`config.mk`:
```
export PLATFORM = sky130hd
export DESIGN_NAME = song_sequencer
export DESIGN_NICKNAME = d
export VERILOG_FILES = /design/src/rtl/song_sequencer.sv
export SDC_FILE = /design/constraint.sdc
export NUM_CORES = 1
export LEC_CHECK = 0
export ABC_AREA = 0
export CAP_MARGIN = 10
export CORE_ASPECT_RATIO = 1.25
export CORE_MARGIN = 4
export CORE_UTILIZATION = 49
export CTS_CLUSTER_DIAMETER = 60
export DETAILED_ROUTE_END_ITERATION = 6
export PLACE_DENSITY = 0.76
export SYNTH_ARGS = -nofsm -noshare
export SYNTH_HDL_FRONTEND = slang
export SYNTH_SLANG_ARGS = --single-unit
```
`constraint.sdc`:
```
create_clock -name clk -period 2.3 [get_ports clk]
set_input_delay 0.46 -clock clk [delete_from_list [all_inputs] [get_ports clk]]
set_output_delay 0.46 -clock clk [all_outputs]
set_load 0.02 [all_outputs]
```
`src/rtl/song_sequencer.sv`:
```
// Song sequencer: walks a song held in an external synchronous ROM, decodes each entry
// and hands octave/note/length/full_note to the sound stage with an inter-note gap.
module song_sequencer #(
  parameter int unsigned ADDR_W     = 8,
  parameter int unsigned GAP_CYCLES = 5000000
) (
  input  logic              clk,
  input  logic              rst_n,
  input  logic              start,
  input  logic              stop,
  input  logic              loop_en,
  input  logic [ADDR_W-1:0] song_base,
  output logic [ADDR_W-1:0] rom_addr,
  input  logic [15:0]       rom_data,
  output logic [2:0]        octave,
  output logic [2:0]        note,
  output logic [3:0]        length,
  output logic [2:0]        full_note,
  output logic              snd_en,
  input  logic              snd_over,
  output logic              mute,
  output logic              busy,
  output logic              done
);

  localparam int unsigned CNT_W = 32;
  localparam logic [CNT_W-1:0] GAP_LAST = CNT_W'(GAP_CYCLES - 1);
  localparam logic [3:0] LEN_MAX = 4'd6;

  typedef enum logic [2:0] {
    S_IDLE, S_FETCH, S_LOAD, S_PLAY, S_GAP, S_DONE
  } state_t;

  state_t            state_q, state_d;
  logic [ADDR_W-1:0] addr_d, base_q, base_d;
  logic              played_q, played_d;
  logic              first_q, first_d;
  logic [CNT_W-1:0]  gap_q, gap_d;
  logic [2:0]        octave_d, note_d, full_note_d;
  logic [3:0]        length_d;
  logic              snd_en_d, mute_d, busy_d, done_d;

  // ROM entry fields
  logic [2:0] e_oct, e_note, e_full;
  logic [3:0] e_len;
  logic       e_rest, e_end;
  logic       rom_data_unused;

  assign e_oct           = rom_data[15:13];
  assign e_note          = rom_data[12:10];
  assign e_len           = rom_data[9:6];
  assign e_full          = rom_data[5:3];
  assign e_rest          = rom_data[2];
  assign e_end           = rom_data[1];
  assign rom_data_unused = rom_data[0];

  // State and output registers; rom_addr doubles as the entry address register
  always_ff @(posedge clk or negedge rst_n) begin
    if (!rst_n) begin
      state_q   <= S_IDLE;
      rom_addr  <= '0;
      base_q    <= '0;
      played_q  <= 1'b0;
      first_q   <= 1'b0;
      gap_q     <= '0;
      octave    <= '0;
      note      <= '0;
      length    <= '0;
      full_note <= '0;
      snd_en    <= 1'b0;
      mute      <= 1'b0;
      busy      <= 1'b0;
      done      <= 1'b0;
    end else begin
      state_q   <= state_d;
      rom_addr  <= addr_d;
      base_q    <= base_d;
      played_q  <= played_d;
      first_q   <= first_d;
      gap_q     <= gap_d;
      octave    <= octave_d;
      note      <= note_d;
      length    <= length_d;
      full_note <= full_note_d;
      snd_en    <= snd_en_d;
      mute      <= mute_d;
      busy      <= busy_d;
      done      <= done_d;
    end
  end

  // Next-state and next-output logic
  always_comb begin
    state_d     = state_q;
    addr_d      = rom_addr;
    base_d      = base_q;
    played_d    = played_q;
    first_d     = first_q;
    gap_d       = gap_q;
    octave_d    = octave;
    note_d      = note;
    length_d    = length;
    full_note_d = full_note;
    snd_en_d    = snd_en;
    mute_d      = mute;
    done_d      = 1'b0;

    case (state_q)
      S_IDLE: begin
        if (start && !stop) begin
          addr_d   = song_base;
          base_d   = song_base;
          played_d = 1'b0;
          state_d  = S_FETCH;
        end
      end
      S_FETCH: state_d = S_LOAD;
      S_LOAD: begin
        if (e_end) begin
          // A song with no playable entry must not loop forever
          if (loop_en && played_q) begin
            addr_d  = base_q;
            state_d = S_FETCH;
          end else begin
            done_d  = 1'b1;
            state_d = S_DONE;
          end
        end else if (e_full == 3'd0) begin
          addr_d  = rom_addr + ADDR_W'(1);
          state_d = S_FETCH;
        end else begin
          octave_d    = e_oct;
          note_d      = e_note;
          length_d    = (e_len > LEN_MAX) ? LEN_MAX : e_len;
          full_note_d = e_full;
          mute_d      = e_rest | (e_note == 3'd7);
          played_d    = 1'b1;
          first_d     = 1'b1;
          snd_en_d    = 1'b1;
          state_d     = S_PLAY;
        end
      end
      S_PLAY: begin
        // snd_over may still be high from the previous note during the first cycle
        first_d = 1'b0;
        if (!first_q && snd_over) begin
          snd_en_d = 1'b0;
          mute_d   = 1'b0;
          gap_d    = '0;
          state_d  = S_GAP;
        end
      end
      S_GAP: begin
        if (gap_q == GAP_LAST) begin
          gap_d   = '0;
          addr_d  = rom_addr + ADDR_W'(1);
          state_d = S_FETCH;
        end else begin
          gap_d = gap_q + CNT_W'(1);
        end
      end
      S_DONE:  state_d = S_IDLE;
      default: state_d = S_IDLE;
    endcase

    if (stop && (state_q != S_IDLE)) begin
      state_d  = S_IDLE;
      snd_en_d = 1'b0;
      mute_d   = 1'b0;
      gap_d    = '0;
      done_d   = 1'b0;
    end

    busy_d = (state_d != S_IDLE);
  end

endmodule
```
After elaboration in Yosys (flattened, before gate mapping)
Cells that the tools add are included.
- register bits after elaboration: 70
- word-level logic and storage cells: 92
- bits of input ports: 30
- reductions and logical operators: 22
- eq/ne operators: 15
- add/sub/neg operators: 2
- multiplexer cells: 35
- magnitude comparators: 1
- bitwise gates (word level): 3
- operators with widths (kind ; number):
    32-bit 2-to-1 mux ; 3
    32-bit one-hot mux with 2 select lines ; 1
    8-bit 2-to-1 mux ; 5
    32-bit by 1-bit adder with 32-bit output (second input constant) ; 1
    32-bit by 23-bit == test with 1-bit output (second input constant) ; 1
    8-bit one-hot mux with 3 select lines ; 1
    3-bit 2-to-1 mux ; 6
    3-bit != test (second input constant) ; 5
    3-bit one-hot mux with 5 select lines ; 1
    3-bit nonzero test ; 5
    1-bit 2-to-1 mux ; 12
    8-bit by 1-bit adder with 8-bit output (second input constant) ; 1
    2-bit != test (second input constant) ; 4
    1-bit one-hot mux with 2 select lines ; 4
    4-bit AND reduction ; 2
    3-bit by 2-bit == test with 1-bit output (second input constant) ; 2
    3-bit == test (second input constant) ; 2
    3-bit logical NOT ; 2
    3-bit AND reduction ; 2
    5-bit AND reduction ; 1
    4-bit by 3-bit > comparator with 1-bit output (second input constant) ; 1
    1-bit logical AND ; 4
    4-bit 2-to-1 mux ; 1
    2-bit AND reduction ; 2
    other kinds (6) ; 9

Longest topological paths before layout
- depth after elaboration: 6
- gate-level depth with buffers: 8
- gate-level depth less buffers: 6

Least setup slack after synthesis
OpenSTA, ideal clock, no wires.
- path type: register to register
- start: reg gap_q[27]
- end: reg rom_addr[0]
- path buffers: 1
- stages on the path, launching flop included: 7
- data arrival time: 2020 ps
- library setup time: 125 ps
- slack: 155 ps
- cells stage by stage: dfrtp_1 or4b_4 nor4_4 nand4_4 a21o_1 buf_6 mux2_4
- cells in the longest elaborated chain, start to end: 3
- ends and longest elaborated chain (element ; line ; RTL):
    start: declaration ; 38 ; logic [CNT_W-1:0] gap_q, gap_d;
    start signal: assignment ; 80 ; gap_q <= gap_d;
    32-bit by 23-bit == test with 1-bit output ; 154 ; if (gap_q == GAP_LAST) begin
    2-bit != test (no line) ; -- ;
    5-bit AND reduction (no line) ; -- ;
    end signal: assignment ; 76 ; rom_addr <= addr_d;
    end: declaration ; 13 ; output logic [ADDR_W-1:0] rom_addr,
No other way between the ends.
A chain may end at the register's enable or synchronous reset.

Final worst setup path
- start: reg gap_q[27]
- end: reg rom_addr[2]
Same word-level chain as after synthesis.

==> key figures <==
Outcome
  – Outcome: finished clean

Layout
  – Share of post-route cells with drive strength above 1: 14.5%
  – Most frequent cells in the layout: 70 x dfrtp_1, 63 x nand2_1, 52 x clkdlybuf4s50_1
  – Area grow syn2layout: 27.8%
  – Final Util: ~65%
  – Storage cell area: 1750 um^2
  – Diodes inserted: 0
  – Filler cells: 602
  – Nets@finish: between 500 and 600
  – Final Non-Filler Cells: 602
  – Commonest non-fill, non-tap cell in the layout: dfrtp_1
  – Multi-input logic area: 1960 um^2

Yosys
  – Net count after synthesis: 454
  – Post-synth EDFFs: 0
  – Yosys cell types: 58
  – Ys async rst share: between 90% and 100%
  – Post-Syn Area per Cell: 9.09 um^2
  – Sequential area share after synthesis: 45.7%
  – Synth Flop Type: dfrtp_1
  – Synthesized instance count: 422
  – Synthesized flop and latch total: 70
  – Ys Warns: 0
  – Synthesized area: approximately 3800 um^2

STA
  – Setup violators final: 0
  – Fin crit period: 2.17 ns
  – Fin worst setup slack: 0.131 ns
  – RSZ-0062 raised after global routing: yes
  – Max_slew headroom: 69.0%
  – Pins over their slew limit: 0
  – Min Hold Slack: 0.0674 ns
  – Fin. Hold Viols: 0
  – Setup tns final: 0 ns
  – Tcrit/Tclk final: 94.3%
  – Worst-Margin Slew: 0.465 ns
  – Max Clock Skew: just under 0.009 ns
  – Max frequency: 461 MHz

Floorplanning
  – Num rows: 35
  – Initial core utilization: slightly above 50%
  – Top Ports: between 50 and 60
  – Die span in x: 87.1 um
  – Die Y-Extent: 107 um
  – Die area: 9320 um^2
  – Core Region: 7490 um^2

Setup path
  – Crit-path max FO: 7
  – Crit-path cells: or4b_4 -> nor4_4 -> nand4_4 -> buf_4 -> a211oi_1 -> o22ai_1
  – Req. time, crit path: 2.51 ns
  – Slowest stage delay, CP: roughly 0.57 ns
  – R2R depth: 6
  – R2R Setup Slk: between 0.1 and 0.15 ns
  – CP Capture Type: flip-flop
  – Crit-path slowest cell: or4b_4
  – Crit start category: flip-flop
  – RR Endpoint: rom_addr[2]
  – Reg2reg start: gap_q[27]
  – Beginning of the critical path: gap_q[27]
  – Setup Crit Path Kind: flip-flop to flip-flop
  – WP data arrival: 2.38 ns

Clock tree
  – TritonCTS clock tree: done
  – H-tree lvl count: 3
  – Worst-Skew Late Latency: 0.34 ns
  – CTS max path bufs: 2
  – Sink Count: 70
  – Clock root buffer: clkbuf_8
  – Clock transition at the registers of the reported paths: 0.07 ns
  – CTS Buf Count: 9

Route
  – Wire length per cell: 16.0 um
  – Total routed wirelength: 9640 um
  – Vias per cell: 5.90
  – Antenna-violating nets left: 0
  – Vias: 3552
  – Remaining DRCs: 0
  – Initial DRC Count: 250
  – Initial DRT Pass Iterations: 4

GRT
  – Gr usage total: 22.0%
  – GRT overflow: 0
  – Vias in the first global route: 3448
  – Initial antenna violation count: 0
  – Largest net degree at the start of global routing: 43
  – Global-route wire length before repair: 16400 um

Pwr
  – Leakage power: 0.00211 uW
  – Worst VDD drop: roughly 0.48 mV
  – Pwr dens: 763 nW/um^2

Place
  – Placed cell count: approximately 590
  – Number of port buffers: 53
  – Worst slack, placed: -0.185 ns
  – Routability cong.: between 0.8 and 0.9
  – Detailed placement HPWL: 7000 um

Flow run
  – Max-Cap Viols: 0

Min path
  – Hold Path Class: primary input to async pin
-- cell usage after synthesis (all sizes together) (3+ instances only) --
cell type	count	area, um^2
a211oi	3	22.5
a21o	3	22.5
a21oi	24	131
a311oi	3	26.3
a31oi	5	31.3
and2	3	18.8
and3	8	51.3
and4	4	36.3
buf	7	38.8
clkbuf	13	48.8
dfrtp	70	1750
inv	12	45.0
mux2	10	120
nand2	63	236
nand2b	3	18.8
nand3	18	90.1
nand3b	4	30.0
nand4	13	96.3
nor2	32	120
nor2b	11	68.8
nor3	13	65.1
nor4	9	71.3
nor4b	3	26.3
o211ai	5	42.5
o21ai	20	100
o22ai	3	18.8
o31ai	5	37.5
or3	9	56.3
or4	5	37.5
xnor2	10	87.6
xor2	6	52.6
-- cell families after synthesis --
logic type	after synthesis	share of synthesized area (%)
fa+ha+maj	2	0.652
xor+xnor	16	3.65
flops	70	45.7
simple gates	206	28.6
buf+inv	32	3.46
compound gates	86	14.9
mux	10	3.13
-- sequential cells by signal, indices dropped and copies added, names as in the netlist, 3 cells and up --
signal	cells
length	4
note	3
gap_q	32
rom_addr	8
octave	3
base_q	8
state_q	3
full_note	3
-- power breakdown --
group	leakage, uW	switching (uW)	total (uW)	internal, uW
clock	0.0000821	435	841	407
combinational	0.00111	647	1260	617
sequential	0.000920	180	1630	1450
-- critical path: cells and delay by family (launching register included) --
| family | cells | cell delay, ns |
|---|---|---|
| AOI/OAI and AO/OA | 2 | 0.35 |
| and+or+nand+nor | 3 | 1.08 |
| buffers and inverters | 1 | 0.20 |
| DFF | 1 | 0.42 |
-- final cells by class --
type,instances,area share (%)
clock buffer,12,2.96
clock inverter,2,0.204
inverter,12,0.919
multi-input combinational,320,40.1
sequential,70,35.7
tap,92,2.35
timing repair buffer,94,17.8
-- per-layer routing --
layer | GRT usage [%] | routed length [um]
met2 | 36.6 | 4960
met5 | 0 | 0
met4 | 8.33 | 235
met3 | 4.15 | 480
met1 | 28.1 | 3960
-- repair_timing --
item / CTS / global route
gates resized for setup: 0 / 2
setup buffers: 0 / 1
hold endpoints to repair: 0 / 0
endpoints found under the setup margin: 0 / 6
hold buffers: 0 / 0
-- worst max-delay path by stage --
stage / endpoint / slack (ns) / depth (start not counted)
global placement: rom_addr[0] / -0.15 / 7
finish: rom_addr[2] / 0.13 / 6
detailed placement: rom_addr[7] / -0.19 / 8
floorplan: rom_addr[0] / 0.16 / 6
global route: rom_addr[2] / -0.002 / 6
CTS: rom_addr[5] / 0.13 / 6
-- through the flow --
step	power, uW	instance area [um^2]
detailed placement	2920	4730
global placement	2890	4730
global route	3950	4900
CTS	3770	4880
floorplan	2290	3840
finish	3740	4900
Note: power is estimated with default switching activity, not from simulation.
